**src/rtl/mem_port_arbiter.sv**
```systemverilog
// mem_port_arbiter
// Two-port (instruction fetch / data) arbiter in front of one shared memory
// port. A transaction walks IDLE -> BUSY -> DONE; the memory is driven only
// in BUSY, and the completion pulse plus registered read data appear in DONE.
//
// Build option: define MEM_ARB_DATA_PRIORITY_EN to make the data port win
// every simultaneous request. Without it, simultaneous requests alternate
// round-robin using the last granted port. The port list is identical in
// both builds.
module mem_port_arbiter (
    input  logic        clk,
    input  logic        rst,
    // instruction-fetch port
    input  logic        req0,
    input  logic [31:0] addr0,
    output logic        ack0,
    // data port
    input  logic        req1,
    input  logic [31:0] addr1,
    input  logic [31:0] wdata1,
    input  logic        we1,
    output logic        ack1,
    // read data returned to whichever port is acked
    output logic [31:0] rdata,
    // shared memory side
    output logic        mem_req,
    output logic        mem_we,
    output logic [31:0] mem_addr,
    output logic [31:0] mem_wdata,
    input  logic [31:0] mem_rdata,
    input  logic        mem_ready,
    // current owner: 0 = fetch, 1 = data
    output logic        grant
);

    typedef enum logic [1:0] {
        ST_IDLE,
        ST_BUSY,
        ST_DONE
    } state_t;

    state_t      r_state;
    state_t      w_next_state;
    logic        r_grant;
    logic        r_last_grant;
    logic [31:0] r_rdata;
    logic        w_any_req;
    logic        w_arb_grant;

    assign w_any_req = req0 | req1;

    // Arbitration decision; only consumed when leaving IDLE
    always_comb begin
        w_arb_grant = req1;
`ifdef MEM_ARB_DATA_PRIORITY_EN
        // Data port wins whenever it is requesting.
        w_arb_grant = req1;
`else
        // Simultaneous requests go to the port that was not served last.
        if (req0 && req1) begin
            w_arb_grant = ~r_last_grant;
        end
`endif
    end

    // State register
    always_ff @(posedge clk) begin
        if (rst) begin
            r_state <= ST_IDLE;
        end else begin
            r_state <= w_next_state;
        end
    end

    // Next-state logic
    always_comb begin
        w_next_state = r_state;
        case (r_state)
            ST_IDLE: begin
                if (w_any_req) begin
                    w_next_state = ST_BUSY;
                end
            end
            ST_BUSY: begin
                if (mem_ready) begin
                    w_next_state = ST_DONE;
                end
            end
            ST_DONE: begin
                w_next_state = ST_IDLE;
            end
            default: begin
                w_next_state = ST_IDLE;
            end
        endcase
    end

    // Grant, last-grant history and read data capture
    always_ff @(posedge clk) begin
        if (rst) begin
            r_grant      <= 1'b0;
            r_last_grant <= 1'b1;
            r_rdata      <= '0;
        end else begin
            if ((r_state == ST_IDLE) && w_any_req) begin
                r_grant <= w_arb_grant;
            end
            if ((r_state == ST_BUSY) && mem_ready) begin
                r_rdata      <= mem_rdata;
                r_last_grant <= r_grant;
            end
        end
    end

    // Output decode: memory strobes in BUSY, completion pulse in DONE
    always_comb begin
        mem_req   = 1'b0;
        mem_we    = 1'b0;
        mem_addr  = '0;
        mem_wdata = '0;
        ack0      = 1'b0;
        ack1      = 1'b0;
        case (r_state)
            ST_BUSY: begin
                mem_req = 1'b1;
                if (r_grant) begin
                    mem_we    = we1;
                    mem_addr  = addr1;
                    mem_wdata = wdata1;
                end else begin
                    mem_addr  = addr0;
                end
            end
            ST_DONE: begin
                ack0 = ~r_grant;
                ack1 = r_grant;
            end
            default: begin
            end
        endcase
    end

    assign grant = r_grant;
    assign rdata = r_rdata;

endmodule

```
**config.mk**
```make
export PLATFORM = sky130hd
export DESIGN_NAME = mem_port_arbiter
export DESIGN_NICKNAME = d
export VERILOG_FILES = /design/src/rtl/mem_port_arbiter.sv
export SDC_FILE = /design/constraint.sdc
export NUM_CORES = 1
export LEC_CHECK = 0
export ABC_AREA = 0
export BUFFER_PORTS_ARGS = -buffer_cell sky130_fd_sc_hd__buf_2
export CORE_ASPECT_RATIO = 0.8
export CORE_MARGIN = 4
export CORE_UTILIZATION = 36
export CTS_BUF_LIST = sky130_fd_sc_hd__clkbuf_8 sky130_fd_sc_hd__clkbuf_16
export DETAILED_ROUTE_END_ITERATION = 10
export GPL_TIMING_DRIVEN = 0
export PLACE_DENSITY = 0.81
export SLEW_MARGIN = 20
export SYNTH_ARGS = -nofsm -noshare
export SYNTH_HDL_FRONTEND = slang
export SYNTH_SLANG_ARGS = --single-unit
```
**constraint.sdc**
```tcl
create_clock -name clk -period 1.5 [get_ports clk]
set_input_delay 0.3 -clock clk [delete_from_list [all_inputs] [get_ports clk]]
set_output_delay 0.3 -clock clk [all_outputs]
set_load 0.05 [all_outputs]
```
Word-level counts from Yosys, hierarchy flattened
Cells that the tools add are included.

Bitwise operators: 3. Reductions and logical operators: 5. Multiplexer cells: 13. Equal/unequal tests: 4.

Operator list (count): $mux 32 (4); $mux 1 (6); $mux 2 (2); $ne 2x2->1 const B (2); $pmux 2 s2 (1); $logic_and 1x1->1 (3); $eq 2x1->1 const B (1); $eq 2x2->1 const B (1); $logic_not 2->1 (1); $not 1->1 (2); $reduce_and 2->1 (1); $or 1x1->1 (1).

Output and inout port bits: 101. Bits of input ports: 134. Bits in registers: 36. Word-level logic and storage cells: 29.

Longest topological paths before layout
Gate-level depths: netlist of run 1.

Word-level depth: 3. Gate-level depth with buffers: 5. Depth with buffers taken out: 3.

Worst setup path after synthesis of run 1
Ideal clock, no wire load.

Kind: flip-flop to output port. Start: register r_grant, in the netlist grant. End: output ack0. Arrival time: 2011 ps. Required time: 1200 ps. Setup slack: -811 ps. Cell stages (with the launch flop): 4. Path buffers: 2. Path through: dfxtp_1 buf_2 clkbuf_1 nor3b_1.

Longest elaborated chain between the ends: 2.

RTL lines: start: declaration (RTL line 44) `logic r_grant;`; start signal: assignment (RTL line 106) `r_grant <= w_arb_grant;`; $not 1->1 (RTL line 135) `ack0 = ~r_grant;`; $mux 1 (RTL line 123) `case (r_state)`; end: declaration (RTL line 16) `output logic ack0,`.

No other way between the ends.

Final worst setup path of run 1
Start: register r_grant, in the netlist grant. End: output mem_addr[4].

Longest elaborated chain between the ends: 2.

RTL lines: $mux 32 (RTL line 126) `if (r_grant) begin`; $mux 32 (RTL line 123); end: declaration (RTL line 28) `output logic [31:0] mem_addr,`.

No other way between the ends.

==> results.cfg, run 1 <==
[status]
outcome = complete, but fails checks
violations = negative setup slack

[logic_synthesis]
synth_edf_count = 0
synth_top_area_cell = dfxtp_1
ys_ff_latch = 36
yosys_warnings = 0
synth_ff_type = dfxtp_1
synth_top_area_frac = 0.304
syn-cell-area_mm2 = 0.00237
synth_cell_type_count = 23
synthTopCellsByCount = mux2i_1 (65), nand2b_1 (65), dfxtp_1 (36)
synth_area_leaders = dfxtp_1 (30%), mux2i_1 (27%), nand2b_1 (17%)
postSynthCellCount = 271
syn_area_per_cell_um2 = 8.75
syn-num-nets = 405
async_flop_share = 0
yosysSeqAreaShare = 0.304

[critical_path]
worstSetupPathType = reg2out
cp_max_fo = 6
critPathArrivalTime_ns = 1.49
crit_chain = buf_12 -> buf_16 -> mux2i_4 -> nor2_4 -> buf_8
slowest_delay_ns = 0.40
required_ns = 1.20
critPathLaunchType = flip-flop
critical-path-slowest-cell = dfxtp_4
endpoint_kind = primary output

[routing]
first_iter_violations = 180
drc_errors = 0
post_drt_wl_per_cell_um = 24.8
via_count = 3368
routed-wl-met3_um = 1040
firstDrtPassIters = 7
wl_um = 15300
met1_length_um = 5210
viasPerCell = 5.45
top_layer_used = met4
dr_wl_met2_um = 8130
drtAntennaViolNets = 0

[die]
ioPinCount = 235
start_util = 0.370
die_h_um = 80.6
dieArea_mm2 = 0.00796
coreArea_mm2 = 0.00641
num_rows = 26
fp.dieW_um = 98.8

[grt]
grt_pass1_vias = 3409
grt_pass1_wl_um = 19500
overflow = 0
grt_max_degree = 11
grt_usage = 0.321
antenna_found_initial = 2

[placed_design]
place_worst_setup_slack_ns = -0.284
placed_cell_area_mm2 = 0.00405
gp_congestion = 0.802
portBuffers = 233
hpwl_um = 8020

[clocking]
cts.sinks = 36
cts-htree-levels = 2
cts.reportedPaths.clkPinSlew_ns = 0.08
cts-root-buf = clkbuf_8
clk_latency_ns = 0.29
clock_path_buffers = 2
cts_tree = built
cts_inserted_buffers = 5

[sta]
finalSetupViolations = 69
max-slew-margin-rel = 0.665
min_period_ns = 1.79
setup_slack_ns = -0.295
maxSlewViolCount = 0
rsz0062_at_grt = yes
tightest_slew_ns = 0.496
fin_crit_sh = 1.20
hold_viol_final = 0
finClkSkew_ns = 0.00659
max_freq_mhz = 557

[pwr]
p_leak_nw = 2.45
powerDensity_mw_per_mm2 = 690
ir_drop_v = 0.000512

[flow_run]
drv_cap = 0

[final_layout]
stdcell_area_mm2 = 0.00566
nets = 664
syn2layout_area_growth_pct = 139
layout-drive-gt1-share = 0.719
final_util = 0.884

[min_path]
min_path_type = in2reg
[layout by cell type, fill, tap and decap left out, types with 2 or more instances in the layout]
master	synthesis	final
and3_4	0	33
buf_12	3	9
buf_16	0	4
buf_2	10	167
buf_4	2	6
buf_6	1	22
buf_8	0	60
clkbuf_1	9	6
clkbuf_8	0	7
dfxtp_1	36	33
dfxtp_4	0	3
diode_2	0	3
inv_1	1	3
mux2i_1	65	33
mux2i_4	0	32
nand2b_1	65	64
nor2_1	34	2
nor2_4	0	32
[critical path: cells and delay by family, from the launching register on]
family	cells	cell delay (ns)
flip-flops	1	0.40
multiplexers	1	0.30
buffers and inverters	3	0.45
AND/OR/NAND/NOR	1	0.06
[logic make-up (layout without fill, tap and decap cells)]
| group | after synthesis | in the layout | share of synthesized area |
|---|---|---|---|
| simple gates | 140 | 140 | 0.337 |
| buf+inv | 28 | 288 | 0.0770 |
| compound gates | 2 | 2 | 0.00791 |
| other cells | 0 | 3 | 0 |
| flops | 36 | 36 | 0.304 |
| mux | 65 | 65 | 0.274 |
[where the power goes]
| part | switching, W | internal [W] |
|---|---|---|
| Clock | 0.000358 | 0.000362 |
| Sequential | 0.0000385 | 0.00101 |
| Combinational | 0.00120 | 0.000948 |
| Total | 0.00159 | 0.00232 |
[metal layers]
metal,vias to the layer above,global-route usage
li1,1444,-
met1,1600,0.339
met2,247,0.589
met3,77,0.0720
met4,0,0.181
met5,-,0
[per-stage QoR]
stage	setup TNS, ns	hold WS [ns]	std cells	total power [W]
global placement	-11.77	0.455	588	0.00243
finish	-16.34	0.266	618	0.00391
CTS	-14.07	0.250	611	0.00375
detailed placement	-13.41	0.461	588	0.00246
floorplan	-0.653	0.414	271	0.00207
global route	-18.15	0.269	617	0.00401
[repair_timing]
action,in CTS,in global routing
gates resized for setup,302,18
hold buffers,0,0
setup endpoints to repair,68,68
gates cloned,9,0
pin swaps,42,19
buffers inserted,7,5
[final cells by class]
| cell class | instances | area, um2 |
|---|---|---|
| multi-input cells | 207 | 2290 |
| inverters | 2 | 15.0 |
| fillers | 275 | 746 |
| flip-flops and latches | 36 | 732 |
| repair buffers | 253 | 2110 |
| plain buffers | 24 | 302 |
| well taps | 84 | 105 |
| diodes | 3 | 7.51 |
| clock buffers | 6 | 82.6 |
| clock inverters | 2 | 7.51 |
| repair inverters | 1 | 6.26 |
[registers in the layout, summed over array words and instances, names as in the netlist]
signal	cells
r_state	2
grant	1
rdata	32
r_last_grant	1
[final timing paths]
| path | startpoint | endpoint | slack (ns) | depth (start not counted) |
|---|---|---|---|---|
| worst max-delay path | grant | mem_addr[4] | -0.29 | 5 |
| worst min-delay path | mem_rdata[18] | rdata[18] | 0.27 | 3 |
| worst max register to register | r_state[1] | rdata[17] | 0 | 5 |
| worst min register to register | rdata[22] | rdata[22] | 0.48 | 2 |
(Power assumes the default switching activity.)
==> run 2, diff against run 1 <==
Settings changed: SETUP_SLACK_MARGIN set to 0.05.
==> run 2 against run 1 <==
The flow still finishes with violations (negative setup slack). Hold slack worse by 0.0058 ns. Via count is 1.6% lower. Combinational power is essentially flat. Maximum frequency is 1.2% lower. Clock skew is 0.0018 ns higher. Critical path type unchanged.
==> results.cfg, run 2 (synthesis gave the netlist of run 1 again) <==
[sta]
finalSetupViolations = 68
min_period_ns = 1.82
setup_slack_ns = -0.316
rsz0062_at_grt = yes
tightest_slew_ns = 0.643
maxSlewViolCount = 0
max_freq_mhz = 551
hold_viol_final = 0
finClkSkew_ns = 0.00840
fin_crit_sh = 1.21
max-slew-margin-rel = 0.560

[routing]
post_drt_wl_per_cell_um = 23.9
viasPerCell = 5.37
via_count = 3314
drtAntennaViolNets = 0
drc_errors = 0
firstDrtPassIters = 5
first_iter_violations = 134
wl_um = 14800

[grt]
grt_usage = 0.310
overflow = 0
grt_pass1_wl_um = 18900
grt_pass1_vias = 3334
grt_max_degree = 12
antenna_found_initial = 2

[critical_path]
worstSetupPathType = reg2out
required_ns = 1.20
critPathArrivalTime_ns = 1.52
endpoint_kind = primary output
cp_max_fo = 8
critPathLaunchType = flip-flop

[die]
ioPinCount = 235
dieArea_mm2 = 0.00796
coreArea_mm2 = 0.00641
start_util = 0.370
fp.dieW_um = 98.8
num_rows = 26
die_h_um = 80.6

[final_layout]
final_cell_mix = buf_2 (166), nand2b_1 (64), buf_8 (59)
layout-drive-gt1-share = 0.728
layout_commonest_cell = buf_2
stdcell_area_mm2 = 0.00571
largest_register_ffs = 32
nets = 662
syn2layout_area_growth_pct = 141

[pwr]
p_leak_nw = 2.45
ir_drop_v = 0.000503
powerDensity_mw_per_mm2 = 691

[placed_design]
gp_congestion = 0.782
portBuffers = 233
place_worst_setup_slack_ns = -0.269
hpwl_um = 7520
placed_cell_area_mm2 = 0.00410

[status]
outcome = complete, but fails checks
violations = negative setup slack

[flow_run]
drv_cap = 0

[clocking]
cts.reportedPaths.clkPinSlew_ns = 0.08
cts-htree-levels = 2
cts-root-buf = clkbuf_8
cts_inserted_buffers = 5
clock_path_buffers = 2
cts_hold_buffers = 0
cts_tree = built
clk_latency_ns = 0.30
cts.sinks = 36

[min_path]
min_path_type = in2reg
==> run 2: routing by layer <==
metal	track usage	part of all wire	wire length, um
met1	0.336	0.34	4970
met2	0.567	0.51	7470
met3	0.0686	0.087	1280
met4	0.157	0.071	1040
met5	0	0	0
==> run 2: area by class of cell <==
type / instances / area, um2
Multi-Input combinational cell: 207 / 2300
Clock buffer: 6 / 82.6
Fill cell: 262 / 701
Timing Repair Buffer: 249 / 2070
Buffer: 26 / 360
Antenna cell: 4 / 10.0
Tap cell: 84 / 105
Timing Repair inverter: 1 / 8.76
Inverter: 2 / 20.0
Clock inverter: 2 / 10.0
Sequential cell: 36 / 732
==> run 2: what timing repair did <==
item / 4_1_cts / 5_1_grt
pin swaps: 39 / 22
buffers inserted: 4 / 3
setup endpoints to repair: 68 / 68
gates cloned: 7 / 3
gates resized for setup: 274 / 41
==> run 2: final timing paths <==
kind / from / to / slack [ns] / cells past startpoint
worst max-delay path: r_state[0] / mem_wdata[6] / -0.32 / 6
worst min-delay path: mem_rdata[24] / rdata[24] / 0.26 / 3
worst max register to register: r_state[1] / rdata[5] / 0.02 / 6
worst min register to register: rdata[7] / rdata[7] / 0.47 / 2
==> run 2: critical path, stage by stage, from the launching register on <==
cell and delay, ns:
dfxtp_4 0.44, nand2b_4 0.07, buf_12 0.14, clkinv_8 0.08
buf_8 0.12, and3_4 0.21, buf_8 0.15
==> run 2: report_power, final <==
| part | leakage (nW) | switching [W] | internal [W] |
|---|---|---|---|
| clock network | 0.0510 | 0.000385 | 0.000367 |
| logic | 2.10 | 0.00118 | 0.000960 |
| registers | 0.295 | 0.0000444 | 0.00101 |
==> run 2: per-stage QoR <==
stage | hold slack (ns) | instances | setup TNS [ns] | utilization | total power (W)
2_1_floorplan | 0.414 | 271 | -0.0179 | - | 0.00209
3_3_place_gp | 0.455 | 588 | -9.07 | 0.640 | 0.00245
5_1_grt | 0.259 | 616 | -19.78 | 0.890 | 0.00405
3_5_place_dp | 0.463 | 588 | -11.17 | 0.640 | 0.00248
4_1_cts | 0.212 | 607 | -15.51 | 0.855 | 0.00372
6_report | 0.260 | 617 | -18.56 | 0.891 | 0.00394
